<file path="src/rtl/mem_bist_pkg.sv">
// Shared types and constants for the March C- memory BIST engine.
package mem_bist_pkg;

  typedef enum logic [1:0] {
    ST_IDLE   = 2'd0,
    ST_RUN    = 2'd1,
    ST_FINISH = 2'd2
  } bist_state_e;

  typedef enum logic [2:0] {
    EL_W0_UP   = 3'd0,
    EL_R0W1_UP = 3'd1,
    EL_R1W0_UP = 3'd2,
    EL_R0W1_DN = 3'd3,
    EL_R1W0_DN = 3'd4,
    EL_R0_UP   = 3'd5
  } march_elem_e;

  localparam int MARCH_OPS_PER_WORD = 10;

  function automatic logic elem_down(input march_elem_e e);
    return (e == EL_R0W1_DN) || (e == EL_R1W0_DN);
  endfunction

  function automatic logic elem_two_op(input march_elem_e e);
    return (e != EL_W0_UP) && (e != EL_R0_UP);
  endfunction

  // Read expects ~bg in the r1 elements; write stores ~bg in the w1 elements.
  function automatic logic elem_rd_inv(input march_elem_e e);
    return (e == EL_R1W0_UP) || (e == EL_R1W0_DN);
  endfunction

  function automatic logic elem_wr_inv(input march_elem_e e);
    return (e == EL_R0W1_UP) || (e == EL_R0W1_DN);
  endfunction

endpackage

</file>
<file path="src/rtl/mem_bist_addr_gen.sv">
// Loadable up/down address counter; last flags the final address of the sweep.
module mem_bist_addr_gen #(
  parameter int ADDR_W = 4
) (
  input  logic              clk,
  input  logic              rst_n,
  input  logic              load,
  input  logic              load_dn,
  input  logic              step,
  input  logic              dn,
  output logic [ADDR_W-1:0] addr,
  output logic              last
);

  logic [ADDR_W-1:0] addr_q, addr_d;

  always_comb begin
    addr_d = addr_q;
    if (load)      addr_d = load_dn ? '1 : '0;
    else if (step) addr_d = dn ? addr_q - 1'b1 : addr_q + 1'b1;
  end

  always_ff @(posedge clk or negedge rst_n) begin
    if (!rst_n) addr_q <= '0;
    else        addr_q <= addr_d;
  end

  assign addr = addr_q;
  assign last = dn ? (addr_q == '0) : (addr_q == '1);

endmodule

</file>
<file path="src/rtl/mem_bist_march.sv">
// March C- BIST engine: one memory op per cycle, read compares pipelined one
// cycle behind issue, first-failure capture.
module mem_bist_march
  import mem_bist_pkg::*;
#(
  parameter int DATA_W = 4,
  parameter int ADDR_W = 4
) (
  input  logic              clk,
  input  logic              rst_n,
  input  logic              start,
  input  logic [DATA_W-1:0] bg,
  output logic              mem_rd,
  output logic              mem_wr,
  output logic [ADDR_W-1:0] mem_addr,
  output logic [DATA_W-1:0] mem_din,
  input  logic [DATA_W-1:0] mem_dout,
  output logic              busy,
  output logic              done,
  output logic              fail,
  output logic [ADDR_W-1:0] fail_addr,
  output logic [DATA_W-1:0] fail_data
);

  bist_state_e       state_q, state_d;
  march_elem_e       elem_q, elem_d;
  logic              phase_q, phase_d;
  logic [DATA_W-1:0] bg_q, bg_d;
  logic              cmp_vld_q, cmp_vld_d;
  logic [DATA_W-1:0] exp_q, exp_d;
  logic [ADDR_W-1:0] cmp_addr_q, cmp_addr_d;
  logic              fail_q, fail_d;
  logic [ADDR_W-1:0] fail_addr_q, fail_addr_d;
  logic [DATA_W-1:0] fail_data_q, fail_data_d;
  logic              done_q, done_d;

  logic              run, two_op, is_rd, is_wr, word_done;
  logic              ag_load, ag_load_dn, ag_step, ag_last;
  logic [ADDR_W-1:0] addr;
  march_elem_e       elem_nxt;

  mem_bist_addr_gen #(.ADDR_W(ADDR_W)) u_addr_gen (
    .clk     (clk),
    .rst_n   (rst_n),
    .load    (ag_load),
    .load_dn (ag_load_dn),
    .step    (ag_step),
    .dn      (elem_down(elem_q)),
    .addr    (addr),
    .last    (ag_last)
  );

  always_comb begin
    run       = (state_q == ST_RUN);
    two_op    = elem_two_op(elem_q);
    is_rd     = run && ((elem_q == EL_R0_UP) || (two_op && !phase_q));
    is_wr     = run && !is_rd;
    word_done = !two_op || phase_q;
    elem_nxt  = march_elem_e'(elem_q + 3'd1);
  end

  always_comb begin
    state_d     = state_q;
    elem_d      = elem_q;
    phase_d     = phase_q;
    bg_d        = bg_q;
    fail_d      = fail_q;
    fail_addr_d = fail_addr_q;
    fail_data_d = fail_data_q;
    done_d      = 1'b0;
    ag_load     = 1'b0;
    ag_load_dn  = 1'b0;
    ag_step     = 1'b0;

    cmp_vld_d  = is_rd;
    exp_d      = elem_rd_inv(elem_q) ? ~bg_q : bg_q;
    cmp_addr_d = addr;

    if (cmp_vld_q && (mem_dout != exp_q) && !fail_q) begin
      fail_d      = 1'b1;
      fail_addr_d = cmp_addr_q;
      fail_data_d = mem_dout;
    end

    case (state_q)
      ST_IDLE: begin
        if (start) begin
          state_d     = ST_RUN;
          elem_d      = EL_W0_UP;
          phase_d     = 1'b0;
          bg_d        = bg;
          fail_d      = 1'b0;
          fail_addr_d = '0;
          fail_data_d = '0;
          ag_load     = 1'b1;
        end
      end
      ST_RUN: begin
        if (!word_done) begin
          phase_d = 1'b1;
        end else begin
          phase_d = 1'b0;
          if (!ag_last) begin
            ag_step = 1'b1;
          end else if (elem_q == EL_R0_UP) begin
            state_d = ST_FINISH;
          end else begin
            // Reload instead of wrapping so each sweep starts cleanly.
            elem_d     = elem_nxt;
            ag_load    = 1'b1;
            ag_load_dn = elem_down(elem_nxt);
          end
        end
      end
      ST_FINISH: begin
        state_d = ST_IDLE;
        done_d  = 1'b1;
      end
      default: state_d = ST_IDLE;
    endcase
  end

  always_ff @(posedge clk or negedge rst_n) begin
    if (!rst_n) begin
      state_q     <= ST_IDLE;
      elem_q      <= EL_W0_UP;
      phase_q     <= 1'b0;
      bg_q        <= '0;
      cmp_vld_q   <= 1'b0;
      exp_q       <= '0;
      cmp_addr_q  <= '0;
      fail_q      <= 1'b0;
      fail_addr_q <= '0;
      fail_data_q <= '0;
      done_q      <= 1'b0;
    end else begin
      state_q     <= state_d;
      elem_q      <= elem_d;
      phase_q     <= phase_d;
      bg_q        <= bg_d;
      cmp_vld_q   <= cmp_vld_d;
      exp_q       <= exp_d;
      cmp_addr_q  <= cmp_addr_d;
      fail_q      <= fail_d;
      fail_addr_q <= fail_addr_d;
      fail_data_q <= fail_data_d;
      done_q      <= done_d;
    end
  end

  assign mem_rd    = is_rd;
  assign mem_wr    = is_wr;
  assign mem_addr  = run ? addr : '0;
  assign mem_din   = is_wr ? (elem_wr_inv(elem_q) ? ~bg_q : bg_q) : '0;
  assign busy      = (state_q != ST_IDLE);
  assign done      = done_q;
  assign fail      = fail_q;
  assign fail_addr = fail_addr_q;
  assign fail_data = fail_data_q;

endmodule

</file>
<file path="config.mk">
export PLATFORM = sky130hd
export DESIGN_NAME = mem_bist_march
export DESIGN_NICKNAME = d
export VERILOG_FILES = /design/src/rtl/mem_bist_pkg.sv /design/src/rtl/mem_bist_addr_gen.sv /design/src/rtl/mem_bist_march.sv
export SDC_FILE = /design/constraint.sdc
export NUM_CORES = 1
export LEC_CHECK = 0
export ABC_AREA = 1
export BUFFER_PORTS_ARGS = -buffer_cell sky130_fd_sc_hd__buf_2
export CORE_MARGIN = 3
export CORE_UTILIZATION = 46
export DETAILED_ROUTE_END_ITERATION = 7
export GPL_ROUTABILITY_DRIVEN = 0
export PLACE_DENSITY = 0.67
export SLEW_MARGIN = 25
export SYNTH_ARGS = -nofsm -noshare
export SYNTH_HDL_FRONTEND = slang
export SYNTH_HIERARCHICAL = 1
export SYNTH_SLANG_ARGS = --single-unit
</file>
<file path="constraint.sdc">
create_clock -name clk -period 3 [get_ports clk]
set_clock_uncertainty 0.1 [all_clocks]
set_input_delay 0.3 -clock clk [delete_from_list [all_inputs] [get_ports clk]]
set_output_delay 0.3 -clock clk [all_outputs]
set_load 0.02 [all_outputs]
</file>
Word level (Yosys, flattened, before mapping)
Index checks and enable logic that the tools add are counted.
{"block": "word_totals", "wordCells": 103, "output_inout_bits": 21, "register_bits": 33, "input_bits": 11}
{"block": "op_classes", "eq_ne": 17, "n_addsub": 3, "n_mux": 44, "n_reduce_logical": 26, "bitwise_logic": 1}
{"operator": "$mux W4", "count": 14}
{"operator": "$mux W1", "count": 18}
{"operator": "$mux W3", "count": 4}
{"operator": "$eq A3 B2 Y1 const B", "count": 3}
{"operator": "$eq A3 B3 Y1 const B", "count": 3}
{"operator": "$mux W2", "count": 4}
{"operator": "$logic_and A1 B1 Y1", "count": 6}
{"operator": "$logic_or A1 B1 Y1", "count": 6}
{"operator": "$ne A2 B1 Y1 const B", "count": 3}
{"operator": "$pmux W3 S2", "count": 1}
{"operator": "$reduce_bool A2 Y1", "count": 3}
{"operator": "$reduce_and A5 Y1", "count": 1}
{"operator": "$add A4 B1 Y4 const B", "count": 1}
{"operator": "$eq A4 B4 Y1 const B", "count": 1}
{"operator": "$logic_not A1 Y1", "count": 4}
{"operator": "$logic_not A4 Y1", "count": 1}
{"operator": "$ne A2 B2 Y1 const B", "count": 2}
{"operator": "$ne A4 B4 Y1", "count": 1}
{"operator": "$not A4 Y4", "count": 1}
{"operator": "$pmux W1 S2", "count": 2}
{"operator": "$pmux W2 S2", "count": 1}
{"operator": "$reduce_and A2 Y1", "count": 2}
{"operator": "$reduce_and A4 Y1", "count": 1}
{"operator": "$sub A4 B1 Y4 const B", "count": 1}
{"operator": "other kinds (7)", "count": 7}

Depth between registers and ports, before layout
Gate-level depths: netlist of run 1.
{"block": "logic_depth", "ltp_word": 9, "depth_mapped": 14, "depth_no_buf": 14}

Modules after synthesis
Netlist of run 1, hierarchy kept.
{"module": "mem_bist_march", "area_each_um2": 1616.6, "seq_area_each_um2": 725.7, "cells_each": 189, "n_inst": 1}
{"module": "mem_bist_addr_gen", "area_each_um2": 330.3, "seq_area_each_um2": 100.1, "cells_each": 45, "n_inst": 1}

Worst setup path before layout of run 1
Ideal clock, no wire load.
{"block": "synth_path", "kind": "register to register", "from": "reg elem_q[1]", "to": "reg u_addr_gen.addr_q[2] (netlist: u_addr_gen/addr[2])", "path_buffers": 0, "setup_time_ns": 0.126, "t_arrival_ns": 2.051, "synth_period_minus_slack_ns": 2.277, "stages_incl_launch_ff": 14, "required_ns": 2.774, "setup_slack_ns": 0.723, "path_cell_list": "dfrtp_1 > inv_1 > ha_1 > nand2_1 > nand2_1 > nand2_2 > o31ai_2 > nor2_1 > o21ai_0 > inv_1 > nor2_2 > inv_2 > nor2_1 > a31oi_1"}
{"block": "synth_via", "elab_cells_between_ends": 30, "cone_classes": "add/sub (1); eq/ne (6); mux (16); reduce/logical (7)"}
{"item": "from (decl)", "line_no": "mem_bist_march.sv:26", "source": "march_elem_e elem_q, elem_d;"}
{"item": "from (signal assigned)", "line_no": "mem_bist_march.sv:138", "source": "elem_q <= elem_d;"}
{"item": "$eq A3 B2 Y1 / $eq A3 B3 Y1 (equally long branches)", "line_no": "mem_bist_pkg.sv:22", "source": "return (e == EL_R0W1_DN) || (e == EL_R1W0_DN);"}
{"item": "$logic_or A1 B1 Y1 (*)", "line_no": "mem_bist_pkg.sv:22"}
{"item": "$mux W1 (*)", "line_no": "mem_bist_addr_gen.sv:29", "source": "assign last = dn ? (addr_q == '0) : (addr_q == '1);"}
{"item": "via ag_last", "line_no": "mem_bist_march.sv:38", "source": "logic ag_load, ag_load_dn, ag_step, ag_last;"}
{"item": "$mux W1 (*)", "line_no": "mem_bist_march.sv:103", "source": "if (!ag_last) begin"}
{"item": "$mux W1 (*)", "line_no": "mem_bist_march.sv:99", "source": "if (!word_done) begin"}
{"item": "$mux W1 (*)", "line_no": "mem_bist_march.sv:85", "source": "case (state_q)"}
{"item": "via ag_step", "line_no": "mem_bist_march.sv:38"}
{"item": "$reduce_bool A2 Y1 (no source line) (*)"}
{"item": "to (signal assigned)", "line_no": "mem_bist_addr_gen.sv:25", "source": "else addr_q <= addr_d;"}
{"item": "to (decl)", "line_no": "mem_bist_addr_gen.sv:15", "source": "logic [ADDR_W-1:0] addr_q, addr_d;"}
Mark *: on every way through the listed nets, which the timed path passes. The rest lies on a longest branch. The select of a mux whose other input is x is not followed.
A chain may end at the register's enable or synchronous reset.

Final worst setup path of run 1
Ends and elaborated chain as after synthesis.

==> flow_summary.ini, run 1 <==
[power]
p_per_area_nw_per_um2 = 397.4
p_clk_frac = 0.482
swShare = 0.2006
leakagePower_nw = 1.309
p_int_uw = 723.7
p_sw_uw = 181.7
finalPower_uw = 905.4
p_comb_frac = 0.027
pwr-share-seq = 0.491
max-vdd-ir-drop_uv = 162.1

[logic_synthesis]
synthArstFlopShare = 1.000
yosys.area.top_type = dfrtp_1
synth_edf_count = 0
avgSynthCellArea_um2 = 8.320
synth.most_common_cell = nand2_1
syn_inst = 234
synth_ff_type = dfrtp_1
netlist_area_um2 = 1947
ys_warn_count = 6
synth_area_leaders = dfrtp_1 (42%), nand2_1 (9.3%), inv_1 (7.7%)
ys_seq_area_frac = 0.4242
synth.top_cell.area_share = 0.4242
synth_common_cells = nand2_1 (48), inv_1 (40), dfrtp_1 (33)
ys_types = 37
syn_nets = 254
yosys_register_bits = 33

[worst_hold_path]
whs_path_depth = 3
hp-class = in2reg

[global_route]
antenna_found_initial = 0
grt_use_total = 0.1603
grt_pass1_wl_um = 6396
grt_max_degree = 34
first_global_vias = 1384
overflow = 0

[clocking]
post_cts_buffers = 0
cts_max_path_buffers = 2
clock-sinks = 33
clockRootBuffer = clkbuf_8
clkLatencyLatePin_ns = 0.29
htreeDepth = 2
path_clk_slew_ns = 0.07
cts_buffers = 5
ctsResizeCount = 0
cts_tree = done
cts_hold_buf = 1

[route]
vias = 1475
ant_nets = 0
viasPerCell = 4.581
wire_per_inst_um = 10.90
drcViolationCount = 0
dr.pass1.iters = 5
drt-initial-drc-count = 64
wl_um = 3509

[placed_design]
port_buffers = 31
post-dp-hpwl_um = 2649

[critical_path]
crit_cells = 13
critical_path_class = reg2reg
reg2reg_depth = 13
slowest_stage = o31ai_2
crit_fanout = 5
crit_path_end_kind = flop
slowest_delay_ns = 0.50
required_ns = 3.07
worstPathCellList = inv_1 -> ha_1 -> nand2_1 -> nand2_1 -> nand2_2 -> o31ai_2 -> nor2_1 -> o21ai_0 -> inv_1 -> nor2_2 -> inv_2 -> nor2_1 -> a31oi_1
worst-path-buf-inv = 3
crit_family = simple AND/OR/NAND/NOR gates
critical_path_arrival_ns = 2.62
critical_path.startpoint_type = flop

[final_layout]
fillers = 361
area_delta_synth_final_pct = 17.03
layout.nets = 291
layout-drive-gt1-share = 0.3051
diodes = 0

[sta]
hold_viol = 0
period_share = 0.8483
drv_slew = 0
finalSetupTns_ns = 0
setup_violations = 0
slew_headroom = 0.5170
rsz0062_at_grt = false
finalCriticalPeriod_ns = 2.545
worst_pin_slew_ns = 0.7244
max_freq_mhz = 393.0

[floorplan]
coreArea_um2 = 4029
dieArea_um2 = 5049
die_x_um = 71.06
io_pins = 32
rows = 23
start_util = 0.4832
die_h_um = 71.06

[run]
maxCapViolations = 0

[status]
status = completed
-- layer usage --
| layer | share of wire | vias up | wire length, um | global-route usage |
|---|---|---|---|---|
| li1 | - | 785 | - | - |
| met1 | 0.46 | 656 | 1612 | 0.2013 |
| met2 | 0.47 | 28 | 1637 | 0.2585 |
| met3 | 0.057 | 6 | 200 | 0.03693 |
| met4 | 0.017 | 0 | 59 | 0.08142 |
| met5 | 0 | - | 0 | 0 |
-- power groups by stage --
stage	sequential, mW	clock [mW]	combinational, mW
CTS	0.445	0.444	0.0255
floorplan	0.453	0	0.00732
finish	0.445	0.436	0.0246
global route	0.444	0.463	0.0283
detailed placement	0.453	0	0.0245
global placement	0.453	0	0.0241
-- worst paths after layout --
check                                     end                from  slack (ns)
setup / recovery           u_addr_gen/addr[2]           elem_q[1]        0.46
hold / removal                        bg_q[1]               bg[1]        0.10
setup reg to reg           u_addr_gen/addr[2]           elem_q[1]        0.46
hold reg to reg                 cmp_addr_q[3]  u_addr_gen/addr[3]        0.38
max in group asynchronous        fail_addr[1]               rst_n        1.84
min in group asynchronous             bg_q[1]               rst_n        0.50
-- worst register-to-register path, cell delays in order, from the launching register on --
cell,delay (ns)
dfrtp_1,0.41
inv_1,0.12
ha_1,0.23
nand2_1,0.09
nand2_1,0.20
nand2_2,0.09
o31ai_2,0.50
nor2_1,0.15
o21ai_0,0.12
inv_1,0.10
nor2_2,0.14
inv_2,0.06
nor2_1,0.08
a31oi_1,0.05
-- layout make-up --
cell class	instances	area, um^2	share of cell area
Clock inverter	1	30.03	0.01318
Inverter	55	207.7	0.09116
Timing Repair Buffer	32	165.2	0.07249
Clock buffer	7	86.33	0.03789
Multi-Input combinational cell	144	900.9	0.3954
Tap cell	50	62.56	0.02746
Sequential cell	33	825.8	0.3624
-- placed cells by master (no fill, tap or decap), drive strengths merged, types with 4 or more instances in the layout --
cell,synthesis,layout
buf,2,31
clkbuf,0,7
dfrtp,33,33
ha,8,8
inv,52,52
nand2,65,65
nand3,7,7
nand4,9,9
nor2,27,27
o21ai,5,5
xnor2,4,4
xor2,4,4
-- cells by family after synthesis --
logic type                 Yosys count  share of synthesized area
DFF                                 33                     0.4242
xor gates and xnor gates             8                    0.03599
AOI/OAI and AO/OA                   16                    0.06685
buffers and inverters               57                     0.1131
and+or+nand+nor                    111                     0.2982
adders and majority gates            9                    0.06170
-- registers in the layout (all words and copies together) (netlist names) --
name             flops
cmp_vld_q            1
phase_q              1
done                 1
exp_q                4
fail                 1
fail_data            4
fail_addr            4
cmp_addr_q           4
elem_q               3
u_addr_gen/addr      4
state_q              2
bg_q                 4
-- per-stage QoR --
step / utilization / setup slack, ns / cells / area, um^2 / hold WS [ns]
CTS: 0.5655 / 0.4652 / 322 / 2278 / 0.09773
floorplan: - / 0.7227 / 234 / 1947 / -0.09559
finish: 0.5655 / 0.4552 / 322 / 2278 / 0.1016
global route: 0.5655 / 0.1417 / 322 / 2278 / 0.1204
detailed placement: 0.5342 / 0.4695 / 313 / 2152 / 0.2993
global placement: 0.5342 / 0.6009 / 313 / 2152 / 0.2933
No activity file was read; power rests on OpenSTA's default activity.
==> run 2, diff against run 1 <==
Settings changed: PLACE_DENSITY 0.67 to 0.7.
Clock period 3 ns to 2.3 ns, I/O delays scaled along.
==> flow_summary.ini, run 2 (same netlist as run 1, synthesis figures left out) <==
[clocking]
cts_max_path_buffers = 2
path_clk_slew_ns = 0.07
cts_buffers = 5
htreeDepth = 2
clkLatencyLatePin_ns = 0.28
clockRootBuffer = clkbuf_8
post_cts_buffers = 0
clock-sinks = 33
cts_tree = done

[floorplan]
die_h_um = 71.06
coreArea_um2 = 4029
dieArea_um2 = 5049
rows = 23
io_pins = 32
die_x_um = 71.06
start_util = 0.4832

[power]
p_per_area_nw_per_um2 = 449.4
max-vdd-ir-drop_uv = 225.6
leakagePower_nw = 1.307
finalPower_mw = 1.028

[sta]
max_freq_mhz = 469.5
period_share = 0.9261
drv_slew = 0
finalCriticalPeriod_ns = 2.130
worst_pin_slew_ns = 0.7214
setup_violations = 0
hold_viol = 0
setup_ws_ns = 0.1700
slew_headroom = 0.5191

[worst_hold_path]
hp-class = in2reg

[route]
drt-initial-drc-count = 48
wl_um = 3631
vias = 1512
drcViolationCount = 0
dr.pass1.iters = 4
wire_per_inst_um = 11.21
ant_nets = 0
viasPerCell = 4.667

[run]
maxCapViolations = 0

[critical_path]
slowest_delay_ns = 0.42
critical_path_class = reg2out
crit_path_end_kind = output pin
slowest_stage = dfrtp_1
worst-path-buf-inv = 3
worstPathCellList = inv_2 -> ha_1 -> nand2_1 -> nand2_4 -> nor2_8 -> inv_1 -> nor2_1 -> buf_2
crit_fanout = 4
critical_path.startpoint_type = flop
required_ns = 1.97
critical_path_arrival_ns = 1.80
crit_family = simple AND/OR/NAND/NOR gates

[final_layout]
final_core_util = 0.5680
diodes = 0
layout.nets = 293
area_delta_synth_final_pct = 17.54
final_cell_mix = nand2_1 (47), inv_1 (39), dfrtp_1 (32), buf_2 (31), nor2_1 (17)
final_common_cell = nand2_1
finalNonFillerCells = 324
fin_area_um2 = 2288
layout-drive-gt1-share = 0.3285

[placed_design]
post-dp-hpwl_um = 2758
preCtsSetupSlack_ns = 0.1039
placed_cell_area_um2 = 2167
port_buffers = 31
dp.cells = 315

[global_route]
grt_max_degree = 34
grt_use_total = 0.1561
overflow = 0
first_global_vias = 1438
grt_pass1_wl_um = 6272
antenna_found_initial = 0

[status]
status = completed
-- run 2: cell count changes in the layout (fill, tap and decap cells not counted), sizes merged --
cell    previous run  this run
buf               31        33
clkinv             3         5
bufinv             1         0
clkbuf             7         6
-- run 2: stage by stage --
stage | hold slack (ns) | setup TNS [ns]
after floorplan | -0.1656 | 0
after global placement | 0.2261 | 0
after detailed placement | 0.2266 | 0
after CTS | 0.03897 | 0
after global routing | 0.05267 | -0.001887
final | 0.04034 | 0
-- run 2: layout make-up --
class,instances,area (um^2)
Clock inverter,2,10.01
Multi-Input combinational cell,144,924.6
Timing Repair Buffer,34,183.9
Sequential cell,33,827.0
Fill cell,380,1740
Clock buffer,6,72.57
Inverter,55,207.7
Tap cell,50,62.56
-- run 2: timing repair --
| item | CTS | global route |
|---|---|---|
| gates resized for setup | 0 | 8 |
| endpoints found under the setup margin | 0 | 6 |
| hold buffers | 1 | 0 |
| hold endpoints to repair | 33 | 0 |
-- run 2: path summary, 6_finish.rpt --
kind	cells after the start	slack (ns)	to	start
min in group asynchronous	2	0.45	fail_data[0]	rst_n
min reg2reg	0	0.39	cmp_addr_q[3]	u_addr_gen/addr[3]
min	3	0.04	bg_q[3]	bg[3]
max reg2reg	14	0.19	u_addr_gen/addr[3]	elem_q[0]
max in group asynchronous	2	1.14	elem_q[0]	rst_n
max	8	0.17	mem_din[2]	elem_q[1]
-- run 2: tightest hold or removal path, stage by stage --
cell     delay (ns)
buf_2          0.07
nand2_1        0.04
nand2_1        0.04
-- run 2: power by group --
part	internal [mW]	total, mW	switching (mW)
Clock	0.210	0.416	0.206
Combinational	0.0107	0.0322	0.0215
Sequential	0.580	0.580	0
-- run 2: layer usage --
layer | wire length, um | up-vias | track usage | part of all wire
met1 | 1631 | 691 | 0.1886 | 0.45
met4 | 50 | 0 | 0.05219 | 0.014
li1 | - | 787 | - | -
met5 | 0 | - | 0 | 0
met3 | 130 | 6 | 0.03551 | 0.036
met2 | 1819 | 28 | 0.2739 | 0.50
